`src/rtl/rt_pkg.sv`:
```
// rtl/rt_pkg.sv - shared types and widths for the request/response responder
package rt_pkg;

  // Width of the latency counter and of the budget count.
  localparam int CNT_W = 4;
  localparam logic [CNT_W-1:0] CNT_MAX = '1;

  typedef enum logic [1:0] {
    IDLE    = 2'd0,
    WAIT    = 2'd1,
    RESP    = 2'd2,
    STARVED = 2'd3
  } rt_state_t;

  // Increment that sticks at the all-ones value instead of wrapping.
  function automatic logic [CNT_W-1:0] sat_inc(input logic [CNT_W-1:0] v);
    return (v == CNT_MAX) ? v : v + CNT_W'(1);
  endfunction

endpackage

```
`src/rtl/rt_budget_window.sv`:
```
// rtl/rt_budget_window.sv - window counter and per-window response budget
module rt_budget_window
  import rt_pkg::*;
#(
  parameter int RESP_BUDGET = 3,
  parameter int WINDOW      = 16
) (
  input  logic             clk,
  input  logic             rst,
  input  logic             consume,
  output logic [CNT_W-1:0] budget_left
);

  localparam int WIN_W = (WINDOW > 1) ? $clog2(WINDOW) : 1;
  localparam logic [WIN_W-1:0] WIN_LAST = WIN_W'(WINDOW - 1);
  localparam logic [CNT_W-1:0] BUDGET_FULL = CNT_W'(RESP_BUDGET);

  logic [WIN_W-1:0] win_cnt;
  logic             wrap;

  assign wrap = (win_cnt == WIN_LAST);

  // Free-running window counter; the refill lands on the same edge the
  // counter returns to zero, and it overrides a consume on that edge so a
  // response in the last cycle of a window does not eat into the new one.
  always_ff @(posedge clk) begin
    if (rst) begin
      win_cnt     <= '0;
      budget_left <= BUDGET_FULL;
    end else begin
      win_cnt <= wrap ? '0 : win_cnt + WIN_W'(1);
      if (wrap) begin
        budget_left <= BUDGET_FULL;
      end else if (consume && (budget_left != '0)) begin
        budget_left <= budget_left - CNT_W'(1);
      end
    end
  end

endmodule

```
`src/rtl/rt_responder.sv`:
```
// rtl/rt_responder.sv - responder FSM answering req with budgeted resp pulses
module rt_responder
  import rt_pkg::*;
#(
  parameter int MAX_LAT     = 3,
  parameter int RESP_BUDGET = 3,
  parameter int WINDOW      = 16
) (
  input  logic             clk,
  input  logic             rst,
  input  logic             req,
  output logic             resp,
  output logic             error,
  output logic [CNT_W-1:0] budget_left,
  output logic             pending
);

  localparam logic [CNT_W-1:0] LAT_LIMIT = CNT_W'(MAX_LAT);

  rt_state_t        state;
  rt_state_t        state_next;
  logic [CNT_W-1:0] lat_cnt;
  logic [CNT_W-1:0] lat_next;
  logic             set_error;
  logic             consume;

  rt_budget_window #(
    .RESP_BUDGET (RESP_BUDGET),
    .WINDOW      (WINDOW)
  ) u_budget (
    .clk         (clk),
    .rst         (rst),
    .consume     (consume),
    .budget_left (budget_left)
  );

  // State, latency counter and sticky error register.
  always_ff @(posedge clk) begin
    if (rst) begin
      state   <= IDLE;
      lat_cnt <= '0;
      error   <= 1'b0;
    end else begin
      state   <= state_next;
      lat_cnt <= lat_next;
      if (set_error) begin
        error <= 1'b1;
      end
    end
  end

  // Next-state decode; RESP is only entered with budget available, so the
  // pulse that consumes it can never drive the budget below zero.
  always_comb begin
    state_next = state;
    set_error  = 1'b0;
    consume    = 1'b0;
    case (state)
      IDLE, WAIT: begin
        if (!req) begin
          state_next = IDLE;
        end else if (budget_left != '0) begin
          state_next = RESP;
        end else begin
          state_next = STARVED;
        end
      end
      RESP: begin
        consume    = 1'b1;
        state_next = req ? WAIT : IDLE;
      end
      STARVED: begin
        if (!req) begin
          state_next = IDLE;
        end else if (lat_cnt >= LAT_LIMIT) begin
          set_error  = 1'b1;
          state_next = IDLE;
        end else if (budget_left != '0) begin
          state_next = RESP;
        end
      end
      default: begin
        state_next = IDLE;
      end
    endcase
  end

  // Latency restarts whenever the request is served or abandoned and
  // otherwise keeps counting, through WAIT as well as STARVED.
  always_comb begin
    lat_next = sat_inc(lat_cnt);
    if ((state_next == RESP) || (state_next == IDLE)) begin
      lat_next = '0;
    end
  end

  // Moore response pulse and outstanding-request indication.
  always_comb begin
    resp    = (state == RESP);
    pending = (state == WAIT) || (state == STARVED) || ((state == IDLE) && req);
  end

endmodule

```
`config.mk`:
```
export PLATFORM = sky130hd
export DESIGN_NAME = rt_responder
export DESIGN_NICKNAME = d
export VERILOG_FILES = /design/src/rtl/rt_pkg.sv /design/src/rtl/rt_budget_window.sv /design/src/rtl/rt_responder.sv
export SDC_FILE = /design/constraint.sdc
export NUM_CORES = 1
export LEC_CHECK = 0
export BUFFER_PORTS_ARGS = -buffer_cell sky130_fd_sc_hd__buf_2
export CAP_MARGIN = 20
export CORE_AREA = 2 2 39 41
export DETAILED_ROUTE_END_ITERATION = 8
export DIE_AREA = 0 0 41 43
export HOLD_SLACK_MARGIN = 0.06
export MAX_ROUTING_LAYER = met4
export PLACE_DENSITY_LB_ADDON = 0.15
export SYNTH_ARGS = -nofsm -noshare
export SYNTH_HDL_FRONTEND = slang
export SYNTH_SLANG_ARGS = --single-unit
```
`constraint.sdc`:
```
create_clock -name clk -period 2.4 [get_ports clk]
set_input_delay 0.36 -clock clk [delete_from_list [all_inputs] [get_ports clk]]
set_output_delay 0.36 -clock clk [all_outputs]
set_load 0.005 [all_outputs]
```
==> run_results.csv, run 1 <==
group,metric,value,unit
setup_path,end_kind,"flip-flop",
die,start_util,0.476,
cts,cts_max_path_buffers,2,
grt,grtUsageTotal,0.155,
sta,setup_violations,0,
die,dieArea,0.00176,mm2
yosys,async_flop_share,0,
sta,finalCritPeriodShare,0.638,
setup_path,critPathLaunch,"u_budget.budget_left[0]$_SDFFE_PP1P_",
detailed_routing,first_pass_iters,3,
yosys,syn-mean-instance-area,9.42,um2
die,die_w,41,um
setup_path,path_cells,"inv_1, ha_1, nor3b_2, or4_1, a21boi_1",
yosys,synth-main-ff-cell,"dfxtp_1",
grt,use_met1,0.205,
yosys,netlist.area_leader.share,0.455,
detailed_routing,antenna_left,0,
finish,n_fill_cell,139,
sta,fin_worst_skew,0.00733,ns
die,placementRows,14,
cts,cts_buffers,3,
yosys,yosysWarnings,0,
power,power_density,587,mW/mm2
detailed_routing,viasPerCell,5.19,
grt,use_met3,0.0314,
grt,grt_max_degree,10,
setup_path,cp_data_required_time,2.61,ns
place,place.port_buffers,9,
detailed_routing,drt_iter0_markers,3,
grt,overflow,0,
hold_path,hp-class,"in2reg",
power,peakVddDrop,347,uV
yosys,syn-cell-area,659,um2
sta,clock.fmax,653,MHz
sta,period_minus_slack,1.53,ns
die,die_y,43,um
grt,top_usage_layer,"met2",
setup_path,crit_type,"reg2reg",
outcome,status,"complete, no violations",
setup_path,worst_path_largest_cell_delay,0.47,ns
yosys,syn_inst,70,
setup_path,rrSetupSlack,0.87,ns
grt,grt_antenna_before_repair,0,
cts,clk_latency,0.28,ns
sta,slew_headroom,0.671,
setup_path,reg2reg_depth,5,
finish,layout-drive-gt1-share,0.181,
finish,final_cell_mix,"dfxtp_1 (15), buf_2 (9), inv_1 (6), nor2_1 (6), nand3_1 (5)",
run,drv_cap,0,
finish,syn_to_final_growth,13.9,%
grt,grt_pass1_vias,444,
setup_path,r2r_end,"u_budget.budget_left[3]$_SDFFE_PP0P_",
finish,antenna_cells,0,
finish,final_common_cell,"dfxtp_1",
yosys,synth-edff-count,0,
sta,worst_pin_slew,0.491,ns
die,ios,10,
yosys,synth_nets,77,
setup_path,crit_end,"u_budget.budget_left[3]$_SDFFE_PP0P_",
power,leakagePower,0.346,nW
place,dp.final_hpwl,834,um
detailed_routing,vias,514,
die,core_area,0.00138,mm2
cts,hold_buffers,0,
sta,drv_slew,0,
place,place_congestion,0.673,
cts,clk_pin_slew,0.09,ns
yosys,synth_seq_cells,15,
setup_path,critPathMaxFanout,6,
detailed_routing,wire_per_inst,11.3,um
finish,nets,91,
cts,post_cts_resized,0,
setup_path,cp-start-kind,"flip-flop",
cts,cts_tree,"built",
yosys,ys_seq_area_frac,0.455,
yosys,synth_top_area_cell,"dfxtp_1",
grt,grt_pass1_wl,1770,um
cts,cts-root-buf,"clkbuf_4",
grt,grtUsageMet2,0.206,
yosys,ys_types,26,
sta,fin_hold_ws,0.297,ns
yosys,synth_area_leaders,"dfxtp_1 (46%), ha_1 (7.6%), xnor2_1 (4.0%)",
sta,totalNegativeSetupSlack,0,ns
setup_path,critPathSlowestCell,"or4_1",
cts,clock_sinks,15,
sta,grt_setup_unrepaired,"no",
sta,final-hold-violation-count,0,
cts,cts_max_level,1,
cts,post_cts_buffers,0,
detailed_routing,routed_wl,1120,um
detailed_routing,route.detailed.drc,0,
setup_path,r2r-start,"u_budget.budget_left[0]$_SDFFE_PP1P_",
setup_path,crit_arrival,1.74,ns
[synthesized netlist by cell type, types with 3 or more instances]
cell type / count
a31oi_1: 3
dfxtp_1: 15
ha_1: 4
inv_1: 6
nand3_1: 5
nor2_1: 6
o21ai_0: 4
xnor2_1: 3
[layout make-up]
| cell class | count | area (um2) | share of cell area |
|---|---|---|---|
| multi-input combinational | 49 | 337 | 0.448 |
| sequential | 15 | 300 | 0.400 |
| timing repair buffer | 9 | 45.0 | 0.0600 |
| clock buffer | 4 | 26.3 | 0.0350 |
| inverter | 6 | 22.5 | 0.0300 |
| tap | 16 | 20.0 | 0.0267 |
[cells by family (layout without fill, tap and decap cells)]
| logic type | Yosys count | after routing | share of synthesized area |
|---|---|---|---|
| compound gates | 13 | 13 | 0.133 |
| mux | 1 | 1 | 0.0152 |
| flops | 15 | 15 | 0.455 |
| xor+xnor | 3 | 3 | 0.0399 |
| buf+inv | 6 | 19 | 0.0342 |
| simple gates | 28 | 28 | 0.247 |
| fa+ha+maj | 4 | 4 | 0.0759 |
[how the worst min path moves through the flow]
stage	from	to	slack, ns	cells past startpoint
detailed placement	u_budget.win_cnt[0]$_SDFF_PP0_	u_budget.win_cnt[0]$_SDFF_PP0_	0.45	1
global placement	u_budget.win_cnt[0]$_SDFF_PP0_	u_budget.win_cnt[0]$_SDFF_PP0_	0.44	1
floorplan	u_budget.win_cnt[0]$_SDFF_PP0_	u_budget.win_cnt[0]$_SDFF_PP0_	0.42	1
CTS	rst	u_budget.win_cnt[2]$_SDFF_PP0_	0.29	2
global route	rst	u_budget.win_cnt[2]$_SDFF_PP0_	0.31	2
finish	rst	u_budget.win_cnt[2]$_SDFF_PP0_	0.30	2
[flip-flops by register name, summed over array words and instances (netlist names)]
register,flops
error,1
lat_cnt,4
u_budget.budget_left,4
u_budget.win_cnt,4
state,2
[per-stage QoR]
| stage | power [mW] | instance area, um2 | util | cells | setup WS [ns] |
|---|---|---|---|---|---|
| after floorplan | 0.292 | 659 | - | 70 | 0.972 |
| after global placement | 0.306 | 724 | 0.524 | 95 | 0.903 |
| after detailed placement | 0.306 | 724 | 0.524 | 95 | 0.884 |
| after CTS | 0.449 | 751 | 0.542 | 99 | 0.858 |
| after global routing | 0.462 | 751 | 0.542 | 99 | 0.732 |
| final | 0.441 | 751 | 0.542 | 99 | 0.868 |
[routing by layer]
layer,vias up,routed length (um)
li1,273,-
met1,233,566
met2,6,504
met3,2,36
met4,0,10
met5,-,0
[worst max-delay path: cells and delay by family, from the launching register on]
kind	cells	cell delay, ns
buffers and inverters	1	0.09
AOI/OAI and AO/OA	1	0.14
adders and majority gates	1	0.20
DFF	1	0.38
and+or+nand+nor	2	0.65
[report_power, final]
group / internal, mW / switching [mW] / leakage [nW] / total (mW)
registers: 0.258 / 0.00736 / 0.122 / 0.265
logic: 0.0171 / 0.0173 / 0.209 / 0.0344
clock network: 0.0644 / 0.0767 / 0.0150 / 0.141
Power figures use the tool's default switching activity.
==> run 2: changes to the inputs <==
Settings changed: ABC_AREA set to 1, CORE_AREA 2 2 39 41 to not set, CORE_MARGIN set to 2, CORE_UTILIZATION set to 48, DIE_AREA 0 0 41 43 to not set.
Clock period 2.4 ns to 1.35 ns, I/O delays scaled along.
==> run_results.csv, run 2 <==
group,metric,value,unit
cts,cts-root-buf,"clkbuf_4",
yosys,synth_common_cells,"inv_1 (16), dfxtp_1 (15), nand2_1 (15)",
run,drv_cap,0,
yosys,synth_nets,99,
yosys,ys_seq_area_frac,0.426,
die,die_y,42.3,um
die,die_w,42.3,um
cts,cts_tree,"built",
cts,post_cts_resized,0,
setup_path,crit_type,"reg2reg",
yosys,ys_types,18,
cts,clk_pin_slew,0.09,ns
grt,grtUsageTotal,0.154,
place,dp.final_hpwl,943,um
place,dp_worst_setup_slack,0.178,ns
sta,clock.fmax,847,MHz
power,switching_share,0.242,
yosys,async_flop_share,0,
yosys,yosysMostFrequentCell,"inv_1",
power,p_switching,0.191,mW
yosys,syn-cell-area,706,um2
detailed_routing,routed_wl,1150,um
sta,grt_setup_unrepaired,"no",
detailed_routing,drt_iter0_markers,6,
detailed_routing,antenna_left,0,
finish,stdcell_count,121,
place,place_congestion,0.853,
yosys,synth-main-ff-cell,"dfxtp_1",
sta,setup_violations,0,
finish,reg_top3,"lat_cnt (4), u_budget.budget_left (4), u_budget.win_cnt (4)",
power,power_density,983,mW/mm2
grt,grt_max_degree,10,
yosys,synth_top_area_cell,"dfxtp_1",
sta,totalNegativeSetupSlack,0,ns
finish,final_cell_mix,"inv_1 (16), nand2_1 (15), dfxtp_1 (15)",
yosys,syn_inst,92,
setup_path,path_cells,"inv_1, ha_1, nand2_2, inv_1, nand2_1, nand2_2, nand2_4, nor2_2",
detailed_routing,first_pass_iters,4,
grt,grt_pass1_wl,2030,um
setup_path,worst_path_largest_cell_delay,0.36,ns
sta,finalCritPeriodShare,0.874,
cts,cts_buffers,3,
cts,cts_max_path_buffers,2,
yosys,netlist.area_leader.share,0.426,
setup_path,critPathMaxFanout,5,
finish,layout-drive-gt1-share,0.255,
power,p_comb_frac,0.097,
cts,hold_buffers,0,
setup_path,crit_arrival,1.35,ns
grt,grt_antenna_before_repair,0,
setup_path,cp-start-kind,"flip-flop",
finish,antenna_cells,0,
sta,drv_slew,0,
yosys,syn-mean-instance-area,7.67,um2
die,ios,10,
place,dp_cells,117,
outcome,status,"complete, no violations",
power,seqPwrFrac,0.594,
die,core_area,0.00133,mm2
yosys,yosysWarnings,0,
hold_path,hp-class,"in2reg",
place,place.port_buffers,9,
cts,post_cts_buffers,0,
power,leakagePower,0.415,nW
cts,clock_sinks,15,
yosys,synth_area_leaders,"dfxtp_1 (43%), inv_1 (8.5%), nand2_1 (8.0%)",
finish,syn_to_final_growth,14.0,%
detailed_routing,vias,544,
finish,final_common_cell,"inv_1",
yosys,synth_seq_cells,15,
cts,clk_latency,0.27,ns
detailed_routing,wire_per_inst,9.53,um
die,placementRows,13,
power,p_int,0.600,mW
finish,nets,114,
setup_path,end_kind,"flip-flop",
setup_path,cp_data_required_time,1.52,ns
detailed_routing,route.detailed.drc,0,
grt,grt_pass1_vias,525,
grt,overflow,0,
die,start_util,0.529,
power,p_clk_frac,0.308,
sta,fin_worst_skew,0.000408,ns
sta,worst_slack,0.170,ns
cts,cts_max_level,1,
sta,period_minus_slack,1.18,ns
detailed_routing,viasPerCell,4.50,
power,total_power,0.791,mW
power,peakVddDrop,753,uV
yosys,synth-edff-count,0,
sta,slew_headroom,0.840,
setup_path,critPathSlowestCell,"dfxtp_1",
sta,worst_pin_slew,0.239,ns
die,dieArea,0.00179,mm2
sta,final-hold-violation-count,0,
==> run 2: changes by cell type in the layout (fill, tap and decap cells not counted), moves of 3 or more <==
| cell | change |
|---|---|
| nand2_1 | +13 |
| xnor2_1 | -3 |
| a31oi_1 | -3 |
| nor2_2 | +5 |
| a21oi_1 | +7 |
| nand2_2 | +3 |
| inv_1 | +10 |
==> run 2: cell families after synthesis <==
| group | count (synthesis) | synth area share |
|---|---|---|
| fa+ha+maj | 4 | 0.0709 |
| compound gates | 13 | 0.0975 |
| simple gates | 40 | 0.284 |
| xor+xnor | 2 | 0.0248 |
| buf+inv | 18 | 0.0975 |
| flops | 15 | 0.426 |
==> run 2: final cells by class <==
type | instances | area, um2
Inverter | 18 | 68.8
Fill cell | 131 | 529
Clock inverter | 1 | 5.00
Tap cell | 15 | 18.8
Multi-Input combinational cell | 59 | 337
Sequential cell | 15 | 300
Clock buffer | 3 | 22.5
Timing Repair Buffer | 10 | 52.6
==> run 2: routing by layer <==
metal  GRT usage  vias up  routed length [um]
li1            -      311                   -
met1       0.170      225                 566
met2       0.255        6                 536
met3      0.0388        2                  35
met4      0.0750        0                  14
met5           -        -                   0
==> run 2: power by group through the flow <==
stage / Combinational (mW) / Clock (mW) / Sequential, mW
after floorplan: 0.0532 / 0 / 0.479
after global placement: 0.0764 / 0 / 0.480
final: 0.0770 / 0.244 / 0.470
after detailed placement: 0.0784 / 0 / 0.480
after global routing: 0.0901 / 0.278 / 0.473
after CTS: 0.0787 / 0.256 / 0.470
==> run 2: worst paths after layout <==
| check | start | endpoint | slack, ns | cells past startpoint |
|---|---|---|---|---|
| hold / removal | rst | error$_SDFFE_PP0P_ | 0.11 | 2 |
| hold reg to reg | error$_SDFFE_PP0P_ | error$_SDFFE_PP0P_ | 0.45 | 2 |
| setup reg to reg | u_budget.budget_left[0]$_SDFFE_PP1P_ | lat_cnt[2]$_SDFFE_PP0P_ | 0.17 | 8 |
| setup / recovery | u_budget.budget_left[0]$_SDFFE_PP1P_ | lat_cnt[2]$_SDFFE_PP0P_ | 0.17 | 8 |
==> run 2: metrics by stage <==
stage,cell area [um2],util,hold WS (ns)
floorplan,706,-,0.272
global placement,777,0.583,0.411
detailed placement,777,0.583,0.406
CTS,805,0.603,0.105
global route,805,0.603,0.0984
finish,805,0.603,0.111
==> run 2: critical path: cells and delay by family, from the launching register on <==
family / cells / cell delay, ns
adders and majority gates: 1 / 0.22
buffers and inverters: 2 / 0.16
DFF: 1 / 0.36
and+or+nand+nor: 5 / 0.35
